--- config.mk ---
export PLATFORM = sky130hd
export DESIGN_NAME = uart_rx_os
export DESIGN_NICKNAME = d
export VERILOG_FILES = /design/src/rtl/uart_rx_os.sv
export SDC_FILE = /design/constraint.sdc
export NUM_CORES = 1
export LEC_CHECK = 0
export BUFFER_PORTS_ARGS = -buffer_cell sky130_fd_sc_hd__buf_2
export CAP_MARGIN = 25
export CORE_MARGIN = 2
export CORE_UTILIZATION = 50
export CTS_BUF_LIST = sky130_fd_sc_hd__clkbuf_4 sky130_fd_sc_hd__clkbuf_8
export CTS_CLUSTER_DIAMETER = 60
export DETAILED_ROUTE_END_ITERATION = 10
export HOLD_SLACK_MARGIN = 0.12
export PLACE_DENSITY = 0.7
export SLEW_MARGIN = 10
export SYNTH_ARGS = -nofsm -noshare
export SYNTH_HDL_FRONTEND = slang
export SYNTH_SLANG_ARGS = --single-unit
--- constraint.sdc ---
create_clock -name sys_clk -period 2.2 [get_ports sys_clk]
set_input_delay 0.11 -clock sys_clk [delete_from_list [all_inputs] [get_ports sys_clk]]
set_output_delay 0.11 -clock sys_clk [all_outputs]
set_load 0.1 [all_outputs]
--- src/rtl/uart_rx_os.sv ---
// Oversampling UART receiver: 8 data bits, LSB first, one stop bit, mid-bit sampling.
// Define UART_RX_PARITY_EN to add one even-parity bit between the data and stop bits.
module uart_rx_os #(
    parameter int CLK_FREQ = 50000000,
    parameter int UART_BPS = 115200
) (
    input  logic       sys_clk,
    input  logic       sys_rst_n,
    input  logic       rec_en,
    input  logic       rxd,
    output logic [7:0] rec_dout,
    output logic       rec_valid,
    output logic       rec_busy,
    output logic       frame_err,
    output logic       parity_err,
    output logic [2:0] state_dbg
);

    localparam int BAUD_CNT = CLK_FREQ / UART_BPS;
    localparam int HALF_CNT = BAUD_CNT / 2;
    localparam int CW       = $clog2(BAUD_CNT);
    localparam logic [CW-1:0] LAST_C = CW'(BAUD_CNT - 1);
    localparam logic [CW-1:0] MID_C  = CW'(HALF_CNT);

    typedef enum logic [2:0] {
        IDLE   = 3'd0,
        START  = 3'd1,
        DATA   = 3'd2,
        PARITY = 3'd3,
        STOP   = 3'd4
    } state_t;

    state_t        state, state_n;
    logic [CW-1:0] cnt, cnt_n;
    logic [2:0]    bit_idx, bit_n;
    logic [7:0]    shift, shift_n;
    logic [7:0]    dout_n;
    logic          valid_n, ferr_n;
    logic          rxd_s1, rxd_s2, rxd_d;

`ifdef UART_RX_PARITY_EN
    logic          par_bad, par_n;
    logic          perr_q, perr_n;
`endif

    // Two-flop synchronizer plus one history flop for falling-edge detection.
    always_ff @(posedge sys_clk or negedge sys_rst_n) begin
        if (!sys_rst_n) begin
            rxd_s1 <= 1'b1;
            rxd_s2 <= 1'b1;
            rxd_d  <= 1'b1;
        end else begin
            rxd_s1 <= rxd;
            rxd_s2 <= rxd_s1;
            rxd_d  <= rxd_s2;
        end
    end

    always_ff @(posedge sys_clk or negedge sys_rst_n) begin
        if (!sys_rst_n) begin
            state     <= IDLE;
            cnt       <= '0;
            bit_idx   <= 3'd0;
            shift     <= 8'h00;
            rec_dout  <= 8'h00;
            rec_valid <= 1'b0;
            frame_err <= 1'b0;
`ifdef UART_RX_PARITY_EN
            par_bad   <= 1'b0;
            perr_q    <= 1'b0;
`endif
        end else begin
            state     <= state_n;
            cnt       <= cnt_n;
            bit_idx   <= bit_n;
            shift     <= shift_n;
            rec_dout  <= dout_n;
            rec_valid <= valid_n;
            frame_err <= ferr_n;
`ifdef UART_RX_PARITY_EN
            par_bad   <= par_n;
            perr_q    <= perr_n;
`endif
        end
    end

    always_comb begin
        state_n = state;
        cnt_n   = cnt + CW'(1);
        bit_n   = bit_idx;
        shift_n = shift;
        dout_n  = rec_dout;
        valid_n = 1'b0;
        ferr_n  = 1'b0;
`ifdef UART_RX_PARITY_EN
        par_n   = par_bad;
        perr_n  = 1'b0;
`endif
        case (state)
            IDLE: begin
                cnt_n = '0;
                if (rec_en && rxd_d && !rxd_s2) begin
                    state_n = START;
                    bit_n   = 3'd0;
`ifdef UART_RX_PARITY_EN
                    par_n   = 1'b0;
`endif
                end
            end
            // After the start-bit midpoint the counter is realigned so every
            // later sample falls one full bit period after the previous one.
            START: begin
                if (cnt == MID_C) begin
                    cnt_n   = '0;
                    state_n = rxd_s2 ? IDLE : DATA;
                end
            end
            DATA: begin
                if (cnt == LAST_C) begin
                    cnt_n   = '0;
                    shift_n = {rxd_s2, shift[7:1]};
                    bit_n   = bit_idx + 3'd1;
                    if (bit_idx == 3'd7) begin
`ifdef UART_RX_PARITY_EN
                        state_n = PARITY;
`else
                        state_n = STOP;
`endif
                    end
                end
            end
            PARITY: begin
`ifdef UART_RX_PARITY_EN
                if (cnt == LAST_C) begin
                    cnt_n   = '0;
                    par_n   = (^shift) ^ rxd_s2;
                    state_n = STOP;
                end
`else
                state_n = IDLE;
`endif
            end
            STOP: begin
                if (cnt == LAST_C) begin
                    cnt_n   = '0;
                    state_n = IDLE;
                    if (!rxd_s2) begin
                        ferr_n = 1'b1;
                    end
`ifdef UART_RX_PARITY_EN
                    else if (par_bad) begin
                        perr_n = 1'b1;
                    end
`endif
                    else begin
                        valid_n = 1'b1;
                        dout_n  = shift;
                    end
                end
            end
            default: state_n = IDLE;
        endcase
    end

    assign rec_busy  = (state != IDLE);
    assign state_dbg = state;

`ifdef UART_RX_PARITY_EN
    assign parity_err = perr_q;
`else
    assign parity_err = 1'b0;
`endif

endmodule

==> results of run 1 <==
## kinds of logic after synthesis
logic type	synth area share
AO/OA/AOI/OAI	0.0407
XOR/XNOR	0.0384
adder cells (fa/ha/maj)	0.0313
buffers and inverters	0.0360
flip-flops	0.566
multiplexers	0.119
other	0.00235
AND/OR/NAND/NOR	0.166
## state kept, by name, summed over array words and instances, names as in the netlist
signal and cells:
cnt 9, state_dbg 3, bit_idx 3, rec_dout 8, rec_valid 1, frame_err 1
shift 8, rxd_s1 1, rxd_s2 1, rxd_d 1
## layout make-up
cell class	instances	area, µm²	share of cell area
Sequential cell	36	906	0.508
Multi-Input combinational cell	85	637	0.357
Timing Repair Buffer	19	105	0.0589
Tap cell	44	55.1	0.0309
Clock buffer	7	52.6	0.0295
Inverter	5	18.8	0.0105
Clock inverter	1	8.76	0.00491
## worst register-to-register path: cells and delay by family (launching register included)
kind	cells	cell delay, ps
simple gates	3	790
flops	1	420
mux	1	330
fa+ha+maj	1	130
buf+inv	1	70
## per-stage QoR
stage | setup slack, ps | util | hold WS [ps] | instance area [µm²] | std cells
final | 345 | 0.584 | 202 | 1780 | 197
after global routing | 218 | 0.584 | 221 | 1780 | 197
after CTS | 331 | 0.584 | 183 | 1780 | 197
after detailed placement | 341 | 0.557 | 217 | 1700 | 187
after global placement | 427 | 0.557 | 215 | 1700 | 187
after floorplan | 41.3 | - | -186 | 1600 | 131
## final timing paths
path / endpoint / start / slack (ps)
min: state_dbg[0] / rec_en / 200
max: rec_busy / state_dbg[1] / 350
min reg2reg: rxd_s2 / rxd_s1 / 360
max in group asynchronous: state_dbg[2] / sys_rst_n / 1310
max reg2reg: rec_dout[5] / cnt[1] / 350
min in group asynchronous: cnt[7] / sys_rst_n / 360
## power breakdown
| part | internal (W) | switching, W | leakage [nW] |
|---|---|---|---|
| logic | 0.0000609 | 0.000164 | 0.366 |
| registers | 0.000704 | 0.0000491 | 0.482 |
| clock network | 0.000153 | 0.000205 | 0.0363 |
| total | 0.000918 | 0.000418 | 0.885 |
## routing by layer
layer | share of wire | up-vias | global-route usage | wire, µm
li1 | - | 495 | - | -
met4 | 0.020 | 0 | 0.0745 | 50
met2 | 0.47 | 16 | 0.255 | 1210
met3 | 0.045 | 5 | 0.0704 | 114
met5 | 0 | - | 0 | 0
met1 | 0.46 | 512 | 0.207 | 1180
## layout by cell type, fill, tap and decap left out, drive strengths merged, types with 2 or more instances in the layout
master        n
a21oi         3
a22o          3
and4bb        2
buf          17
clkbuf        7
dfrtp        33
dfstp         3
dlygate4sd3   2
ha            4
inv           5
mux2         16
nand2         8
nand3         7
nand4         4
nor2         15
nor3          5
o21ai         3
xnor2         5
xor2          2
==> summary.txt, run 1 <==
Run status
  – Outcome: complete, no violations

Setup path
  – Max stage delay on crit path: 550 ps
  – Worst EP required: 2090 ps
  – Crit path kind: reg2out
  – Crit-path cells: or3_2 -> buf_2
  – Critical Path Slowest Stage Cell: or3_2
  – CP startpoint kind: flop
  – Arrival time worst endpoint: 1740 ps
  – Family with the most delay on the worst path: simple AND/OR/NAND/NOR gates
  – Critical path depth in cells: 2
  – Worst Path Max Fanout: 13
  – Worst Setup End Kind: primary output
  – WP buf/inv: 1
  – R2R cell count: 6

Route
  – Remaining DRCs: 0
  – Via-to-Cell Ratio: 5.22
  – Wire length per cell: 12.9 µm
  – DRT antenna net count: 0
  – WL final: 2550 µm
  – Total number of vias: 1,028
  – Drt first pass iters: 4
  – Drt initial violations: 55

STA
  – Hold Fails Final Rpt: 0
  – # setup viols final: 0
  – Worst Tran Pin Value: 759 ps
  – Fmax achieved: 539 MHz
  – Post-route minimum period: 1850 ps
  – Fin crit share: 0.843
  – Clock Skews: 11.3 ps
  – Final setup TNS: 0 ps
  – Unrepaired setup endpoints after global routing: false
  – Slew HR: 0.494
  – Slew Limit Fails: 0

Placed design
  – GP Congestion: 0.841
  – IO Port Bufs: 17
  – DPL Wire Length: 1800 µm

Clock network
  – Root Driver: clkbuf_4
  – CTS resizes: 0
  – CTS buffer count: 5
  – Clock transition at path regs: 100 ps
  – CTS tree: built
  – Post-CTS Setup Inserts: 0
  – H-Tree Depth: 2
  – Clk sinks: 36
  – Skew-Pair Late Insertion Delay: 340 ps
  – Maximum root-to-sink buffer count: 2
  – Post-CTS Hold Buffers: 2

Logic synthesis
  – Yosys top cell by area: dfrtp_1
  – Synth Register Bits: 36
  – Syn_nets: 139
  – Most frequent cell after synthesis: dfrtp_1
  – Yosys top cell area share: 0.517
  – Async set-reset flop share out of synthesis: 1.00
  – Main synth FF type: dfrtp_1
  – YS warnings: 0
  – Cell count after synthesis: 131
  – Post-synthesis cell type count: 30
  – Synth cell count leaders: 33 x dfrtp_1, 16 x mux2_2, 15 x nor2_1
  – Sequential share of the synthesized area: 0.566
  – Top post-synthesis cells by area: dfrtp_1 52%, mux2_2 11%, dfstp_2 4.9%
  – Post-synth EDFFs: 0
  – Area of the mapped netlist: 1600 µm²
  – Average size of a mapped cell: 12.2 µm²

Cells and area
  – Layout Nets: 160
  – Fillers: 262
  – Share of cells above drive strength 1: 0.340
  – P&R area growth vs syn: 11.6%
  – Ant. Diodes: 0

Global routing
  – Initial antenna violation count: 0
  – Global-route wire length before repair: 4300 µm
  – Pin count of the biggest net entering global routing: 37
  – Number of global-route vias before repair: 944
  – Tot GR Track Use: 0.167
  – Grt total ovfl: 0

Power and ir drop
  – PwrDens: 749 nW/µm²
  – Pleak: 0.885 nW
  – VDD IR-drop max: 526 µV
  – Pwr Total: 0.00134 W

Min path
  – Worst Hold Class: in2reg
  – WHS Path Cells: 5

Floorplan
  – Core area: 3050 µm²
  – FP Rows: 20
  – Die area: 3660 µm²
  – Die Ht: 60.5 µm
  – Starting density of the core: 0.523
  – I/O pin count: 19
  – Die width: 60.5 µm

Job
  – Max Cap Viol: 0
No activity file was read; power rests on OpenSTA's default activity.
==> run 2, diff against run 1 <==
- clock period: 2.2 -> 1.9 ns (I/O delays scaled with it)
==> run 2 against run 1 <==
  * Non-clock buffer count unchanged
  * Critical path depth rose by 4
  * Routed wire length up 2.2%
  * Sequential share of layout area shrank 0.60 points
  * Clock-buffer cell count down 1
  * Setup slack lost 230 ps
  * Hold slack lost 22 ps
  * Cell count did not move
  * Total power rose by 24%
  * Sequential power up 16%
  * Combinational power grew 14%
  * Largest cell class unchanged
==> summary.txt, run 2 (synthesized netlist as in run 1, its figures left out) <==
Setup path
  – Critical path depth in cells: 6
  – CP startpoint kind: flop
  – Crit-path cells: inv_1 -> ha_1 -> and4b_2 -> and2_4 -> nand4_4 -> mux2_2
  – WP buf/inv: 1
  – Reg2reg end: rec_dout[6]
  – Worst Path Max Fanout: 9
  – Worst Setup End Kind: flop
  – Reg2reg start: cnt[1]
  – Arrival time worst endpoint: 2010 ps
  – Setup crit end: rec_dout[6]
  – Family with the most delay on the worst path: simple AND/OR/NAND/NOR gates
  – Max stage delay on crit path: 420 ps
  – R2R cell count: 6
  – Crit path kind: reg2reg
  – R2R setup slack: 110 ps
  – Worst EP required: 2120 ps
  – Critical Path Slowest Stage Cell: dfrtp_1
  – CP Launch Point: cnt[1]

Placed design
  – Placed Cells: 187
  – IO Port Bufs: 17
  – GP Congestion: 0.804
  – DPL Wire Length: 1820 µm

Clock network
  – Skew-Pair Late Insertion Delay: 340 ps
  – H-Tree Depth: 2
  – Clock transition at path regs: 100 ps
  – CTS tree: built
  – CTS buffer count: 5
  – Root Driver: clkbuf_4
  – Post-CTS Setup Inserts: 0
  – Clk sinks: 36
  – Maximum root-to-sink buffer count: 2

Route
  – Total number of vias: 1,017
  – Drt initial violations: 28
  – Wire length per cell: 13.2 µm
  – DRT antenna net count: 0
  – Remaining DRCs: 0
  – WL final: 2600 µm
  – Via-to-Cell Ratio: 5.16
  – Drt first pass iters: 4

Floorplan
  – Die width: 60.5 µm
  – I/O pin count: 19
  – Die Ht: 60.5 µm
  – Core area: 3050 µm²
  – Die area: 3660 µm²
  – Starting density of the core: 0.523
  – FP Rows: 20

Global routing
  – Pin count of the biggest net entering global routing: 37
  – Initial antenna violation count: 0
  – Tot GR Track Use: 0.166
  – Global-route wire length before repair: 4320 µm
  – Number of global-route vias before repair: 939
  – Grt total ovfl: 0

Cells and area
  – Number of flip-flops in the largest register: 9
  – Fillers: 274
  – P&R area growth vs syn: 13.2%
  – Ant. Diodes: 0
  – Commonest non-fill, non-tap cell in the layout: dfrtp_1
  – Most frequent cells in the layout: 30 x dfrtp_1, 17 x buf_2, 16 x mux2_2
  – Share of cells above drive strength 1: 0.359
  – Final core occ: 0.593
  – Layout Nets: 160
  – Largest registers: cnt x9, rec_dout x8, shift x8
  – Biggest register: cnt
  – Finished Layout Cells: 197

STA
  – Fmax achieved: 560 MHz
  – Worst Tran Pin Value: 762 ps
  – Fin crit share: 0.940
  – # setup viols final: 0
  – Unrepaired setup endpoints after global routing: false
  – Hold Fails Final Rpt: 0
  – Final setup TNS: 0 ps
  – Slew Limit Fails: 0
  – Post-route minimum period: 1790 ps
  – Clock Skews: 8.86 ps
  – Slew HR: 0.492

Power and ir drop
  – PwrDens: 919 nW/µm²
  – Pwr Total: 0.00166 W
  – VDD IR-drop max: 539 µV
  – Pleak: 0.892 nW

Job
  – Max Cap Viol: 0

Run status
  – Outcome: complete, no violations

Min path
  – Worst Hold Class: in2reg
  – Critical hold path startpoint: rec_en
  – WHS Path Cells: 5
## run 2: cell count changes in the layout (fill, tap and decap cells not counted), sizes merged
cell,delta
bufinv,+1
clkbuf,-1
## run 2: timing repair
action	CTS	global route
hold endpoints to repair	34	0
resized for setup	0	1
hold buffers	2	0
endpoints found under the setup margin	0	10
## run 2: worst min-delay path: stages
cell	delay, ps
buf_2	100
nand2_1	50
nor2_1	50
a21oi_1	140
nor3_1	50
## run 2: power by group
part / leakage (nW) / switching [W] / internal [W]
Sequential: 0.480 / 0.0000564 / 0.000817
Combinational: 0.366 / 0.000185 / 0.0000718
Clock: 0.0456 / 0.000242 / 0.000290
## run 2: per-stage QoR
| stage | hold slack, ps | cell area (µm²) | setup slack, ps |
|---|---|---|---|
| floorplan | -201 | 1610 | 108 |
| global placement | 201 | 1710 | 132 |
| detailed placement | 202 | 1710 | 48.0 |
| CTS | 185 | 1810 | 30.8 |
| global route | 183 | 1810 | 16.8 |
| finish | 181 | 1810 | 115 |
## run 2: final cells by class
type,instances,area [µm²],share of cell area
clock buffer,6,45.0,0.0249
clock inverter,2,35.0,0.0194
inverter,5,18.8,0.0104
multi-input combinational,85,642,0.355
sequential,36,908,0.502
tap,44,55.1,0.0304
timing repair buffer,19,105,0.0581
## run 2: routing by layer
| metal | GRT usage | up-vias | part of all wire |
|---|---|---|---|
| met1 | 0.220 | 497 | 0.46 |
| met5 | 0 | - | 0 |
| met3 | 0.0640 | 6 | 0.044 |
| li1 | - | 496 | - |
| met4 | 0.0652 | 0 | 0.016 |
| met2 | 0.248 | 18 | 0.48 |
## run 2: how the worst min path moves through the flow
stage / endpoint
finish: state_dbg[0]
CTS: state_dbg[0]
floorplan: bit_idx[0]
global placement: bit_idx[0]
detailed placement: rxd_s1
global route: state_dbg[0]
